--- src/rtl/chan_512_start_ctrl_if.sv ---
// Control/status bundle between the chan_512 start register and the start controller.
// Latency: none, wires only.
// Backpressure: none; every signal is a level or a single-cycle pulse.
interface chan_512_start_ctrl_if #(
  parameter int CHAN_BITS = 9
);
  logic [31:0]          reg_in;
  logic                 sync_in;
  logic                 start_out;
  logic                 running;
  logic [CHAN_BITS-1:0] chan_idx;
  logic                 frame_sof;
  logic [31:0]          status_out;

  // Register/software side: drives the control word and sync, observes status.
  modport master (
    output reg_in,
    output sync_in,
    input  start_out,
    input  running,
    input  chan_idx,
    input  frame_sof,
    input  status_out
  );

  // Controller side.
  modport slave (
    input  reg_in,
    input  sync_in,
    output start_out,
    output running,
    output chan_idx,
    output frame_sof,
    output status_out
  );
endinterface

--- src/rtl/chan_512_start_ctrl.sv ---
// Turns the software start/stop word into a timed channelizer start, channel index and frame count.
// Latency: 3 edges from start bit to start_out (plus D delay cycles, or 2 edges from a sync rise when armed).
// Backpressure: none; the channel counter free-runs once started and stops only on a frame boundary.
module chan_512_start_ctrl #(
  parameter int NCHAN      = 512,
  parameter int CHAN_BITS  = 9,
  parameter int DELAY_BITS = 16
) (
  input  logic                 user_clk,
  input  logic                 user_rst,
  chan_512_start_ctrl_if.slave ctrl
);

  typedef enum logic [2:0] {
    ST_IDLE     = 3'd0,
    ST_ARMED    = 3'd1,
    ST_DELAY    = 3'd2,
    ST_RUN      = 3'd3,
    ST_STOPPING = 3'd4
  } state_t;

  localparam logic [CHAN_BITS-1:0] CHAN_LAST = CHAN_BITS'(NCHAN - 1);

  // Control word pipeline and sync synchroniser stages.
  logic [31:0] q1_q, q1_d;
  logic [31:0] q2_q, q2_d;
  logic [31:0] q3_q, q3_d;
  logic        s1_q, s1_d;
  logic        s2_q, s2_d;

  // Controller state and registered outputs.
  state_t                state_q, state_d;
  logic [DELAY_BITS-1:0] dly_cnt_q, dly_cnt_d;
  logic [CHAN_BITS-1:0]  chan_idx_q, chan_idx_d;
  logic [15:0]           frame_cnt_q, frame_cnt_d;
  logic                  start_out_q, start_out_d;
  logic                  running_q, running_d;
  logic                  frame_sof_q, frame_sof_d;

  // Decoded control fields; use_sync and delay come from the same stage as the edge detect.
  logic                  rise_start;
  logic                  rise_stop;
  logic                  sync_rise;
  logic                  use_sync;
  logic [DELAY_BITS-1:0] delay_val;

  assign rise_start = q2_q[0] & ~q3_q[0];
  assign rise_stop  = q2_q[2] & ~q3_q[2];
  assign sync_rise  = s1_q & ~s2_q;
  assign use_sync   = q2_q[1];
  assign delay_val  = q2_q[16 +: DELAY_BITS];

  // Control-word bits the controller never looks at.
  logic unused_bits;
  assign unused_bits = ^{q2_q[15:3], q3_q[31:3], q3_q[1]};

  // Next-state, counter and output computation.
  always_comb begin
    logic trigger;
    logic enter_run;
    logic advance;

    q1_d        = ctrl.reg_in;
    q2_d        = q1_q;
    q3_d        = q2_q;
    s1_d        = ctrl.sync_in;
    s2_d        = s1_q;

    state_d     = state_q;
    dly_cnt_d   = dly_cnt_q;
    chan_idx_d  = chan_idx_q;
    frame_cnt_d = frame_cnt_q;
    start_out_d = 1'b0;
    running_d   = 1'b0;
    frame_sof_d = 1'b0;

    trigger   = 1'b0;
    enter_run = 1'b0;
    advance   = 1'b0;

    case (state_q)
      ST_IDLE: begin
        // A start that arrives together with a stop is dropped.
        if (rise_start && !rise_stop) begin
          if (use_sync) state_d = ST_ARMED;
          else          trigger = 1'b1;
        end
      end
      ST_ARMED: begin
        if (rise_stop)      state_d = ST_IDLE;
        else if (sync_rise) trigger = 1'b1;
      end
      ST_DELAY: begin
        // Stop beats an expiring delay.
        if (rise_stop) begin
          state_d   = ST_IDLE;
          dly_cnt_d = '0;
        end else if (dly_cnt_q == DELAY_BITS'(1)) begin
          enter_run = 1'b1;
        end else begin
          dly_cnt_d = dly_cnt_q - DELAY_BITS'(1);
        end
      end
      ST_RUN: begin
        advance = 1'b1;
        if (rise_stop) state_d = ST_STOPPING;
      end
      ST_STOPPING: begin
        // Finish the current frame, then drop back to idle with chan_idx at 0.
        advance = 1'b1;
        if (chan_idx_q == CHAN_LAST) state_d = ST_IDLE;
      end
      default: begin
        state_d = ST_IDLE;
      end
    endcase

    if (trigger) begin
      if (delay_val == '0) begin
        enter_run = 1'b1;
      end else begin
        state_d   = ST_DELAY;
        dly_cnt_d = delay_val;
      end
    end

    if (advance) begin
      if (chan_idx_q == CHAN_LAST) begin
        chan_idx_d  = '0;
        frame_cnt_d = frame_cnt_q + 16'd1;
      end else begin
        chan_idx_d  = chan_idx_q + CHAN_BITS'(1);
      end
    end

    if (enter_run) begin
      state_d     = ST_RUN;
      dly_cnt_d   = '0;
      chan_idx_d  = '0;
      frame_cnt_d = '0;
      start_out_d = 1'b1;
    end

    running_d   = (state_d == ST_RUN) || (state_d == ST_STOPPING);
    frame_sof_d = running_d && (chan_idx_d == '0);
  end

  // All state and outputs registered; reset clears everything immediately.
  always_ff @(posedge user_clk or posedge user_rst) begin
    if (user_rst) begin
      q1_q        <= '0;
      q2_q        <= '0;
      q3_q        <= '0;
      s1_q        <= 1'b0;
      s2_q        <= 1'b0;
      state_q     <= ST_IDLE;
      dly_cnt_q   <= '0;
      chan_idx_q  <= '0;
      frame_cnt_q <= '0;
      start_out_q <= 1'b0;
      running_q   <= 1'b0;
      frame_sof_q <= 1'b0;
    end else begin
      q1_q        <= q1_d;
      q2_q        <= q2_d;
      q3_q        <= q3_d;
      s1_q        <= s1_d;
      s2_q        <= s2_d;
      state_q     <= state_d;
      dly_cnt_q   <= dly_cnt_d;
      chan_idx_q  <= chan_idx_d;
      frame_cnt_q <= frame_cnt_d;
      start_out_q <= start_out_d;
      running_q   <= running_d;
      frame_sof_q <= frame_sof_d;
    end
  end

  assign ctrl.start_out  = start_out_q;
  assign ctrl.running    = running_q;
  assign ctrl.chan_idx   = chan_idx_q;
  assign ctrl.frame_sof  = frame_sof_q;
  assign ctrl.status_out = {frame_cnt_q, state_q, 4'b0000, 9'(chan_idx_q)};

endmodule

--- src/flat_wrapper.sv ---
// flat-port wrapper written by rule: the top's interface ports become plain ports
module chan_512_start_ctrl_flat 
#(
  parameter int NCHAN      = 512,
  parameter int CHAN_BITS  = 9,
  parameter int DELAY_BITS = 16
)
  (user_clk, user_rst, ctrl_reg_in, ctrl_sync_in, ctrl_start_out, ctrl_running, ctrl_chan_idx, ctrl_frame_sof, ctrl_status_out);
  chan_512_start_ctrl_if #(.CHAN_BITS(CHAN_BITS)) ctrl_i ();
  input  logic user_clk;
  input  logic user_rst;
  input wire logic [$bits(ctrl_i.reg_in)-1:0] ctrl_reg_in;
  input wire logic [$bits(ctrl_i.sync_in)-1:0] ctrl_sync_in;
  output wire logic [$bits(ctrl_i.start_out)-1:0] ctrl_start_out;
  output wire logic [$bits(ctrl_i.running)-1:0] ctrl_running;
  output wire logic [$bits(ctrl_i.chan_idx)-1:0] ctrl_chan_idx;
  output wire logic [$bits(ctrl_i.frame_sof)-1:0] ctrl_frame_sof;
  output wire logic [$bits(ctrl_i.status_out)-1:0] ctrl_status_out;
  assign ctrl_i.reg_in = ctrl_reg_in;
  assign ctrl_i.sync_in = ctrl_sync_in;
  assign ctrl_start_out = ctrl_i.start_out;
  assign ctrl_running = ctrl_i.running;
  assign ctrl_chan_idx = ctrl_i.chan_idx;
  assign ctrl_frame_sof = ctrl_i.frame_sof;
  assign ctrl_status_out = ctrl_i.status_out;
  chan_512_start_ctrl #(.NCHAN(NCHAN), .CHAN_BITS(CHAN_BITS), .DELAY_BITS(DELAY_BITS)) u_core (.user_clk(user_clk), .user_rst(user_rst), .ctrl(ctrl_i));
endmodule
--- config.mk ---
export PLATFORM = sky130hd
export DESIGN_NAME = chan_512_start_ctrl_flat
export DESIGN_NICKNAME = d
export VERILOG_FILES = /design/src/rtl/chan_512_start_ctrl_if.sv /design/src/rtl/chan_512_start_ctrl.sv /design/src/flat_wrapper.sv
export SDC_FILE = /design/constraint.sdc
export NUM_CORES = 1
export LEC_CHECK = 0
export CORE_ASPECT_RATIO = 0.8
export CORE_MARGIN = 2
export CORE_UTILIZATION = 51
export DETAILED_ROUTE_END_ITERATION = 10
export PLACE_DENSITY = 0.79
export SLEW_MARGIN = 20
export SYNTH_ARGS = -nofsm -noshare
export SYNTH_HDL_FRONTEND = slang
export SYNTH_SLANG_ARGS = --single-unit
--- constraint.sdc ---
create_clock -name user_clk -period 3.93 [get_ports user_clk]
set_input_delay 0.786 -clock user_clk [delete_from_list [all_inputs] [get_ports user_clk]]
set_output_delay 0.786 -clock user_clk [all_outputs]
set_load 0.05 [all_outputs]
# After elaboration in Yosys (flattened, before gate mapping)
# Cells that the tools add are included.
# classes
add_sub_neg,3
eq_ne,8
mux,33
n_bitwise,6
reduce_logical,12
# ops
cell,n
$mux 16,9
$mux 9,3
$mux 3,8
$add 16x1->16 const B,1
$eq 16x1->1 const B,1
$logic_not 16->1,1
$sub 16x1->16 const B,1
$pmux 3 s4,1
$mux 1,11
$add 9x1->9 const B,1
$eq 3x2->1 const B,3
$eq 9x9->1 const B,1
$logic_not 9->1,1
$eq 3x3->1 const B,2
$reduce_bool 2->1,2
$reduce_or 2->1,2
$and 1x1->1,3
$eq 3x1->1 const B,1
$logic_not 3->1,1
$not 1->1,3
$logic_and 1x1->1,2
$pmux 1 s2,1
$reduce_and 2->1,1
$logic_not 1->1,1
$logic_or 1x1->1,1
# totals
regBits,116
in_bits,35
out_inout_bits,44
wordCells,74

# Depth between registers and ports, before layout
# Gate-level depths: netlist of the first run.
# logic_depth
ltp_word,12
mapped_depth,9
depth_no_buf,8

# Least setup slack after synthesis of the first run
# Ideal clock, no wire load.
# synth_path
path_type,register to register
from,"reg u_core.chan_idx_q[1], in the netlist u_core.ctrl.chan_idx[1]"
to,reg u_core.frame_cnt_q[9]
setup_ns,0.077
arrival_ns,2.392
required_ns,3.853
path_slack_ns,1.460
path_stages_with_launch,9
n_path_buf,1
synth_period_minus_slack_ns,2.470
path_cell_list,dfrtp_1 -> ha_1 -> nand3_1 -> nor2_1 -> ha_1 -> clkbuf_1 -> o211ai_1 -> or3_1 -> a21oi_1
# synth_between
elab_chain_len,3
# synth_lines
item,line,source
"start, declared",chan_512_start_ctrl.sv:34,"logic [CHAN_BITS-1:0] chan_idx_q, chan_idx_d;"
"start signal, assigned",chan_512_start_ctrl.sv:171,chan_idx_q <= chan_idx_d;
$eq 9x9->1,chan_512_start_ctrl.sv:128,if (chan_idx_q == CHAN_LAST) begin
$reduce_bool 2->1 (no line),-,
$reduce_and 2->1 (no line),-,
"end signal, assigned",chan_512_start_ctrl.sv:172,frame_cnt_q <= frame_cnt_d;
"end, declared",chan_512_start_ctrl.sv:35,"logic [15:0] frame_cnt_q, frame_cnt_d;"
# No other way between the ends.
# A chain may end at the register's enable or synchronous reset.

# Worst setup path in the final report of the first run
# layout_path
from,reg u_core.dly_cnt_q[2]
to,"reg u_core.chan_idx_q[0], in the netlist u_core.ctrl.chan_idx[0]"
# layout_between
elab_chain_len,7
# layout_lines
item,line,source
"start, declared",chan_512_start_ctrl.sv:33,"logic [DELAY_BITS-1:0] dly_cnt_q, dly_cnt_d;"
"start signal, assigned",chan_512_start_ctrl.sv:170,dly_cnt_q <= dly_cnt_d;
$eq 16x1->1 *,chan_512_start_ctrl.sv:98,end else if (dly_cnt_q == DELAY_BITS'(1)) begin
$mux 1 *,chan_512_start_ctrl.sv:98,
$mux 1 *,chan_512_start_ctrl.sv:95,if (rise_stop) begin
$mux 1 *,chan_512_start_ctrl.sv:81,case (state_q)
$mux 1,chan_512_start_ctrl.sv:119,if (delay_val == '0) begin
$mux 1 *,chan_512_start_ctrl.sv:118,if (trigger) begin
$mux 9 *,chan_512_start_ctrl.sv:136,if (enter_run) begin
named net u_core.chan_idx_d[0],chan_512_start_ctrl.sv:34,
# The timed path passes the listed nets; every way through them passes the cells marked *.

==> impl_summary.md, run 1 <==
STA
The maximum clock frequency is between 300 and 400 MHz. Headroom to the max-slew limit came out at 45.3%. The worst setup skew after layout is just over 0.01 ns. For the pin with the worst max-slew slack, the measured transition is just over 0.8 ns.

The number of endpoints with negative hold slack in the final report is 0. The max-slew violation count was 0. The final-layout setup total negative slack is 0 ns. The count of endpoints failing setup in the final report is 0.

Setup repair after global routing left no endpoint under its margin. The routed design could run at a clock period as short as 2.67 ns. The share of the clock period used by the worst path is between 60% and 70%.

Detailed routing
Detailed routing inserted a total of about 2,700 vias. Summed over all layers, the routed wires come to about 7400 µm. After detailed routing, the number of remaining DRC violations is 0.

Before antenna repair, the detailed router went through 4 iterations. The average wire per cell in the routed design is 14.5 µm. The starting DRC count in detailed routing is ~180. The remaining antenna violation count is 0. Dividing the detail-routed via count by the number of cells gives about 5.3.

Power
For this design the ratio of total power to cell area is ~530 mW/mm². The total power draw is approximately 2.5 mW. The peak ir drop on the vdd network is about 0.00028 V. Summed over all cells, the static leakage comes to around 2.0 nW.

Yosys
The count of yosys warnings during synthesis is 0. The average instance in the mapped netlist occupies around 11 µm². In the synthesized netlist the dominant register cell turns out to be sky130_fd_sc_hd__dfrtp_1. The post-synthesis cell area is a little under 0.004 mm².

Of all flip-flops after synthesis, the portion carrying an async set or reset was between 90% and 100%. Synthesis produced roughly 350 cells. Synthesis inferred 89 register bits. Yosys mapped a number of flops with a built-in enable equal to 0. Synthesis instantiated between 50 and 60 different standard cells from the library. The sequential-to-total area share from yosys stat is approximately 57%.

Finish
From synthesis to final layout, the design area changed by 20.6%. The final-stage net count is 443. The register area is around 0.0022 mm². Summing all multi-input logic gate instances after layout gives ~0.0015 mm².

Cells with a size suffix above 1 make up under 10% of the layout. In the layout the commonest cells are 89 x sky130_fd_sc_hd__dfrtp_1, 61 x sky130_fd_sc_hd__clkdlybuf4s50_1, 30 x sky130_fd_sc_hd__nand2_1. After routing the design area is roughly 0.0047 mm². The antenna cell count is 0. The filler cells instantiated in the layout total slightly above 600. The most common cell after layout, fill and taps aside is sky130_fd_sc_hd__dfrtp_1.

Global route
For this run, the total global-route usage over all layers was measured as between 10% and 20%. met1 is the most crowded layer. For met2 alone, demand over resource in global routing was 28.3%. For this run the aggregate overflow at the end of global routing stands at 0. Global routing used around 5% of the available met3 tracks. The pin count of the biggest net entering global routing is 52.

The initial antenna violation count came to 0. The number of global-route vias before repair is 2,515. The met1 usage in global routing is 28.7%. The first-pass GRT wire length is ~12,000 µm.

Clock network
The clock tree from TritonCTS is yes. Gates resized during post-CTS repair numbered 0. Buffers inserted during clock tree synthesis total 9.

The number of buffers on the longest clock path is 2. The total number of clock tree sinks is 89. The insertion delay of the later-clocked pin in the worst-skew pair is 0.37 ns. The clock tree synthesis step divided the H-tree into 3 levels.

For this design, the CTS-stage hold fixing added 0 buffers. After clock tree synthesis, the setup repair step added 0 buffers. The cell chosen for the clock root is sky130_fd_sc_hd__clkbuf_8. Clock-pin slew was measured on the worst setup and hold paths at 0.10 ns.

Run status
The run finished with clean final reports.

Place
During placement, the flow inserted port buffers numbering ~60. The cell area reported after detailed placement is between 0.004 and 0.005 mm². At the end of routability-driven placement, the weighted congestion stood at about 0.83. The half-perimeter wire length of the detailed placement result is 5100 µm.

Worst setup path
The reg-to-reg critical path startpoint is u_core.dly_cnt_q[2]. The signal on the critical path passes through nor4_1 -> and3b_1 -> a32o_2 -> nand2b_1 -> nor2_1. The data arrival time at the worst-slack endpoint is slightly below 3 ns.

The critical path endpoint category is a flop. In this design, the stage delay of the slowest critical-path cell is a little over 0.6 ns. The largest individual stage delay along the critical path comes from the cell sky130_fd_sc_hd__a32o_2. The cell family with the largest share of critical-path delay is simple AND/OR/NAND/NOR gates. The number of buffers and inverters on the critical path is 0. The class of the most critical setup path is reg -> reg. The worst register-to-register path has a depth of 5. The data required time of the worst path is 4.18 ns. Setup slack on the worst reg-to-reg path comes out at 1.26 ns.

The startpoint type of the worst setup path is a flop. The end of the worst register-to-register path is u_core.ctrl.chan_idx[0]. Of all nets on the critical path, the largest fanout is 25.

Floorplan
The die span in x is 102 µm. In this run the standard cell core region covers 0.00743 mm². The floorplan step defined a die boundary enclosing 0.00840 mm².

Row generation in the floorplan step produced 28 rows. The initial core utilization is 52.7%. The number of placed I/O pins is a little under 80.

The die is 82.4 µm tall.

Hold path
Along the worst hold path, the cell count comes to 0. The type of the tightest min-delay check is reg -> reg. The startpoint identified for the worst hold timing path is u_core.q1_q[22]. The path with the worst hold slack has its endpoint at u_core.q2_q[22].

Flow run
The number of max-cap violations is 0.
-- synthesized netlist by cell type (3+ instances only) --
cell type / n / area share [%]
sky130_fd_sc_hd__dfrtp_1: 89 / 57
sky130_fd_sc_hd__nand2_1: 30 / 2.9
sky130_fd_sc_hd__nor2_1: 29 / 2.8
sky130_fd_sc_hd__xor2_1: 23 / 5.1
sky130_fd_sc_hd__o21ai_0: 18 / 2.3
sky130_fd_sc_hd__nand3_1: 14 / 1.8
sky130_fd_sc_hd__buf_4: 13 / 2.5
sky130_fd_sc_hd__nand4_1: 11 / 1.8
sky130_fd_sc_hd__a21oi_1: 9 / 1.1
sky130_fd_sc_hd__xnor2_1: 9 / 2.0
sky130_fd_sc_hd__inv_1: 8 / 0.77
sky130_fd_sc_hd__nor3_1: 8 / 1.0
sky130_fd_sc_hd__nor4_1: 7 / 1.1
sky130_fd_sc_hd__clkbuf_1: 6 / 0.57
sky130_fd_sc_hd__or3_1: 6 / 0.96
sky130_fd_sc_hd__and3_1: 5 / 0.80
sky130_fd_sc_hd__ha_1: 5 / 1.6
sky130_fd_sc_hd__nor2b_1: 4 / 0.64
sky130_fd_sc_hd__o21ai_2: 4 / 0.89
sky130_fd_sc_hd__buf_2: 3 / 0.38
sky130_fd_sc_hd__buf_6: 3 / 0.86
sky130_fd_sc_hd__mux2i_1: 3 / 0.77
sky130_fd_sc_hd__o2111ai_1: 3 / 0.67
-- cell families after synthesis --
family | after synthesis | synth area share (%)
mux | 4 | 1.05
compound gates | 50 | 8.88
xor+xnor | 32 | 7.15
buf+inv | 34 | 5.21
simple gates | 138 | 19.2
flops | 89 | 56.9
other cells | 1 | 0.0957
fa+ha+maj | 5 | 1.60
-- layer usage --
metal  up-vias  wire [µm]
met1      1302       3490
met3        14        342
met5         -          0
met4         0        115
li1       1325          -
met2        69       3470
-- power breakdown --
group | internal, mW | total [mW] | switching (mW)
Clock | 0.254 | 0.624 | 0.370
Sequential | 1.04 | 1.18 | 0.143
Combinational | 0.269 | 0.688 | 0.419
Total | 1.56 | 2.49 | 0.932
-- sequential cells by signal, summed over array words and instances, names as in the netlist --
| register | count |
|---|---|
| u_core.ctrl.chan_idx | 9 |
| u_core.q2_q | 19 |
| u_core.state_q | 3 |
| u_core.frame_cnt_q | 16 |
| u_core.q1_q | 19 |
| u_core.q3_q | 2 |
| u_core.ctrl.frame_sof | 1 |
| u_core.ctrl.start_out | 1 |
| u_core.ctrl.running | 1 |
| u_core.dly_cnt_q | 16 |
| u_core.s2_q | 1 |
| u_core.s1_q | 1 |
-- area by class of cell --
| type | count | area share [%] |
|---|---|---|
| Tap cell | 105 | 2.78 |
| Inverter | 8 | 0.662 |
| Timing Repair Buffer | 62 | 13.4 |
| Clock buffer | 9 | 2.62 |
| Clock inverter | 7 | 1.72 |
| Multi-Input combinational cell | 233 | 31.7 |
| Sequential cell | 89 | 47.2 |
-- metrics by stage --
stage               setup slack, ns  util, %  cells  hold WS (ns)
floorplan                     0.837        -    356         0.331
global placement               1.39     60.8    497         0.334
detailed placement             1.34     60.8    497         0.335
finish                         1.26     63.6    513         0.355
global route                   1.03     63.6    513         0.354
CTS                            1.30     63.6    513         0.357
-- how the worst max path moves through the flow --
stage / startpoint / to / slack [ns] / cells after the start
2_1_floorplan: user_rst / u_core.ctrl.chan_idx[0] / 0.84 / 1
3_3_place_gp: u_core.dly_cnt_q[2] / u_core.ctrl.chan_idx[5] / 1.39 / 5
3_5_place_dp: u_core.state_q[1] / u_core.ctrl.chan_idx[2] / 1.34 / 5
4_1_cts: u_core.dly_cnt_q[2] / u_core.ctrl.chan_idx[0] / 1.30 / 5
5_1_grt: u_core.dly_cnt_q[7] / u_core.dly_cnt_q[3] / 1.03 / 4
6_report: u_core.dly_cnt_q[2] / u_core.ctrl.chan_idx[0] / 1.26 / 5
Note: power is estimated with default switching activity, not from simulation.
==> run 2, diff against run 1 <==
--- a/config.mk
+++ b/config.mk
@@ -7,9 +7,9 @@
 export LEC_CHECK = 0
 export CORE_ASPECT_RATIO = 0.8
 export CORE_MARGIN = 2
-export CORE_UTILIZATION = 51
+export CORE_UTILIZATION = 46
 export DETAILED_ROUTE_END_ITERATION = 10
-export PLACE_DENSITY = 0.79
+export PLACE_DENSITY = 0.75
 export SLEW_MARGIN = 20
 export SYNTH_ARGS = -nofsm -noshare
 export SYNTH_HDL_FRONTEND = slang
==> constraint.sdc (replaced) <==
create_clock -name user_clk -period 2.4 [get_ports user_clk]
set_input_delay 0.48 -clock user_clk [delete_from_list [all_inputs] [get_ports user_clk]]
set_output_delay 0.48 -clock user_clk [all_outputs]
set_load 0.05 [all_outputs]
==> impl_summary.md, run 2 (synthesized netlist as in run 1, its figures left out) <==
Run status
The flow ran to the end, and the final reports show no timing, DRC or antenna violations.

Clock network
The hold buffer count at CTS is 0. The total number of clock tree sinks is 89. The number of buffers on the longest clock path is 2. The tree is rooted in a sky130_fd_sc_hd__clkbuf_8.

The clock-pin transition on the worst setup and hold timing paths is roughly 0.090 ns. The number of CTS-inserted buffers is 9. In this run the number of H-tree levels came out at 3. The clock tree from TritonCTS is yes. The insertion delay of the later-clocked pin in the worst-skew pair is approximately 0.35 ns.

Worst setup path
The delay of the slowest cell on the worst path is 0.88 ns. For the worst setup path, the data arrival time is 1.81 ns. The cell family contributing the most delay on the critical path is buffers and inverters. The class of the most critical setup path is reg -> out. The startpoint type of the worst setup path is a flop. Of all nets on the critical path, the largest fanout is 10. The signal on the critical path passes through clkdlybuf4s50_1. The highest-delay cell along the critical path is sky130_fd_sc_hd__clkdlybuf4s50_1. The critical path endpoint category is an output port.

The number of buffer and inverter stages on the critical path is 1. For the worst setup path, the data required time is between 1.5 and 2 ns.

Place
The final weighted congestion of routability-driven global placement is just over 0.8. The count of buffers inserted at the top-level ports is between 60 and 70. The wire-length estimate of the detail-placed layout is just over 5000 µm.

Global route
The initial antenna violation count was 0. The global route total overflow is 0. The number of global-route vias before repair came to around 2,600. The pin count of the biggest net entering global routing is a little under 80. The first global-routing pass estimated 12,200 µm of wire. Global routing used 16.7% of the available tracks across all layers.

Detailed routing
The routed layout has 2,781 vias. In this run the remaining antenna-violating nets after routing total 0. The post-detailed-route DRC marker count is 0. After detailed routing, the average wire length per cell comes to 13.7 µm. The detailed router finished its first iteration with 170 violations. The average via count per standard cell is approximately 5.

The number of detailed-routing iterations run before antenna repair is 4. The final wirelength is 7380 µm.

Power
Per report_power, the combinational group accounts for 30.5% of the total. Power spread over the standard cell area amounts to between 800 and 900 mW/mm². The total leakage power is 2.09 nW.

After layout, the design draws a total of approximately 4.2 mW. The net switching power figure is around 1.5 mW. The peak ir drop on the vdd network is approximately 0.00055 V. The internal portion of total power is approximately 2.6 mW.

The share of total power dissipated in sequential elements is 45.3%. The proportion of power drawn by the clock network is roughly a quarter. In this run switching power makes up between 30% and 40% of total power.

Hold path
The path class of the tightest hold or removal check is reg -> reg.

STA
For the final database, setup skew stands at between 0.01 and 0.015 ns. The routed design could run at a clock period as short as around 2.3 ns. The final-layout setup total negative slack is 0 ns. The share of the clock period used by the worst path is 95.6%. The transition time at the pin with the least slew margin is 0.581 ns.

The max-slew violation count is 0. The number of endpoints with negative hold slack in the final report was 0. Measured against its own limit, the worst slew margin works out to 60.9%. Setup repair after global routing left no endpoint under its margin. The count of endpoints failing setup in the final report is 0.

The maximum clock frequency is around 440 MHz.

Finish
The largest registers in the layout are u_core.q1_q (19), u_core.q2_q (19). The repair_antennas step left the layout with diodes totalling 0. Relative to the synthesized area, the layout overhead comes to 24.8%.

In the layout the commonest cells are 85 x sky130_fd_sc_hd__dfrtp_1, 61 x sky130_fd_sc_hd__clkdlybuf4s50_1, 30 x sky130_fd_sc_hd__nand2_1. The most common cell after layout, fill and taps aside is sky130_fd_sc_hd__dfrtp_1. The final-stage net count is between 400 and 500.

The post-route netlist has between 10% and 20% of its cells at a drive strength greater than 1.

Floorplan
The area of the placeable core is 0.00837 mm². The initial utilization of the core area, before any placement, comes to between 40% and 50%. After floorplanning, the core was divided into 30 placement rows. For this design the top-level I/O count stands at between 70 and 80.

In this run the horizontal extent of the chip is approximately 110 µm. The chip height is just under 90 µm. The die area is a little over 0.009 mm².

Flow run
The number of max-cap violations is 0.
## run 2: what timing repair did
| item | in CTS | in global routing |
|---|---|---|
| setup endpoints to repair | 0 | 1 |
| gates resized for setup | 0 | 0 |
| setup buffers | 0 | 4 |
## run 2: through the flow
step / instances / utilization, % / setup WS (ns) / instance area, µm² / hold WS (ns)
after floorplan: 356 / - / 0.00274 / 3940 / 0.331
after global placement: 520 / 55.6 / 0.250 / 4650 / 0.334
after detailed placement: 520 / 55.6 / 0.226 / 4650 / 0.336
after CTS: 536 / 58.1 / 0.0827 / 4860 / 0.358
after global routing: 540 / 58.4 / 0.00824 / 4890 / 0.359
final: 540 / 58.4 / 0.106 / 4890 / 0.356
## run 2: layer usage
layer  up-vias  track usage (%)  part of all wire, %
met5         -                0                    0
met1      1349             23.9                   49
met2        60             25.3                   46
li1       1368                -                    -
met3         4             4.14                  4.7
met4         0             4.96                 0.83
## run 2: final timing paths
path | from | endpoint | slack [ns] | cells past startpoint
setup / recovery | u_core.state_q[2] | ctrl_status_out[15] | 0.11 | 1
hold / removal | u_core.q1_q[16] | u_core.q2_q[16] | 0.36 | 0
min in group asynchronous | user_rst | u_core.q1_q[28] | 0.42 | 2
max in group asynchronous | user_rst | u_core.ctrl.chan_idx[3] | 1.33 | 3
hold reg to reg | u_core.q1_q[16] | u_core.q2_q[16] | 0.36 | 0
setup reg to reg | u_core.ctrl.chan_idx[3] | u_core.frame_cnt_q[6] | 0.24 | 8
## run 2: cell type report
| cell class | count | area (µm²) |
|---|---|---|
| Clock inverter | 7 | 81.3 |
| Inverter | 8 | 33.8 |
| Sequential cell | 89 | 2230 |
| Clock buffer | 9 | 124 |
| Fill cell | 689 | 3480 |
| Multi-Input combinational cell | 233 | 1500 |
| Tap cell | 112 | 140 |
| Timing Repair Buffer | 82 | 781 |
## run 2: power by group through the flow
stage | Combinational (mW) | Sequential, mW | Clock [mW]
6_report | 1.27 | 1.89 | 1.01
5_1_grt | 1.40 | 1.92 | 1.10
4_1_cts | 1.24 | 1.90 | 1.04
3_5_place_dp | 1.24 | 1.92 | 0
3_3_place_gp | 1.21 | 1.91 | 0
2_1_floorplan | 0.748 | 2.04 | 0
==> run 3, diff against run 2 <==
--- a/config.mk
+++ b/config.mk
@@ -8,6 +8,7 @@
 export CORE_ASPECT_RATIO = 0.8
 export CORE_MARGIN = 2
 export CORE_UTILIZATION = 46
+export CTS_CLUSTER_SIZE = 30
 export DETAILED_ROUTE_END_ITERATION = 10
 export PLACE_DENSITY = 0.75
 export SLEW_MARGIN = 20
==> results of run 3 <==
The final DEF is identical to that of run 2; final timing and power are the same.
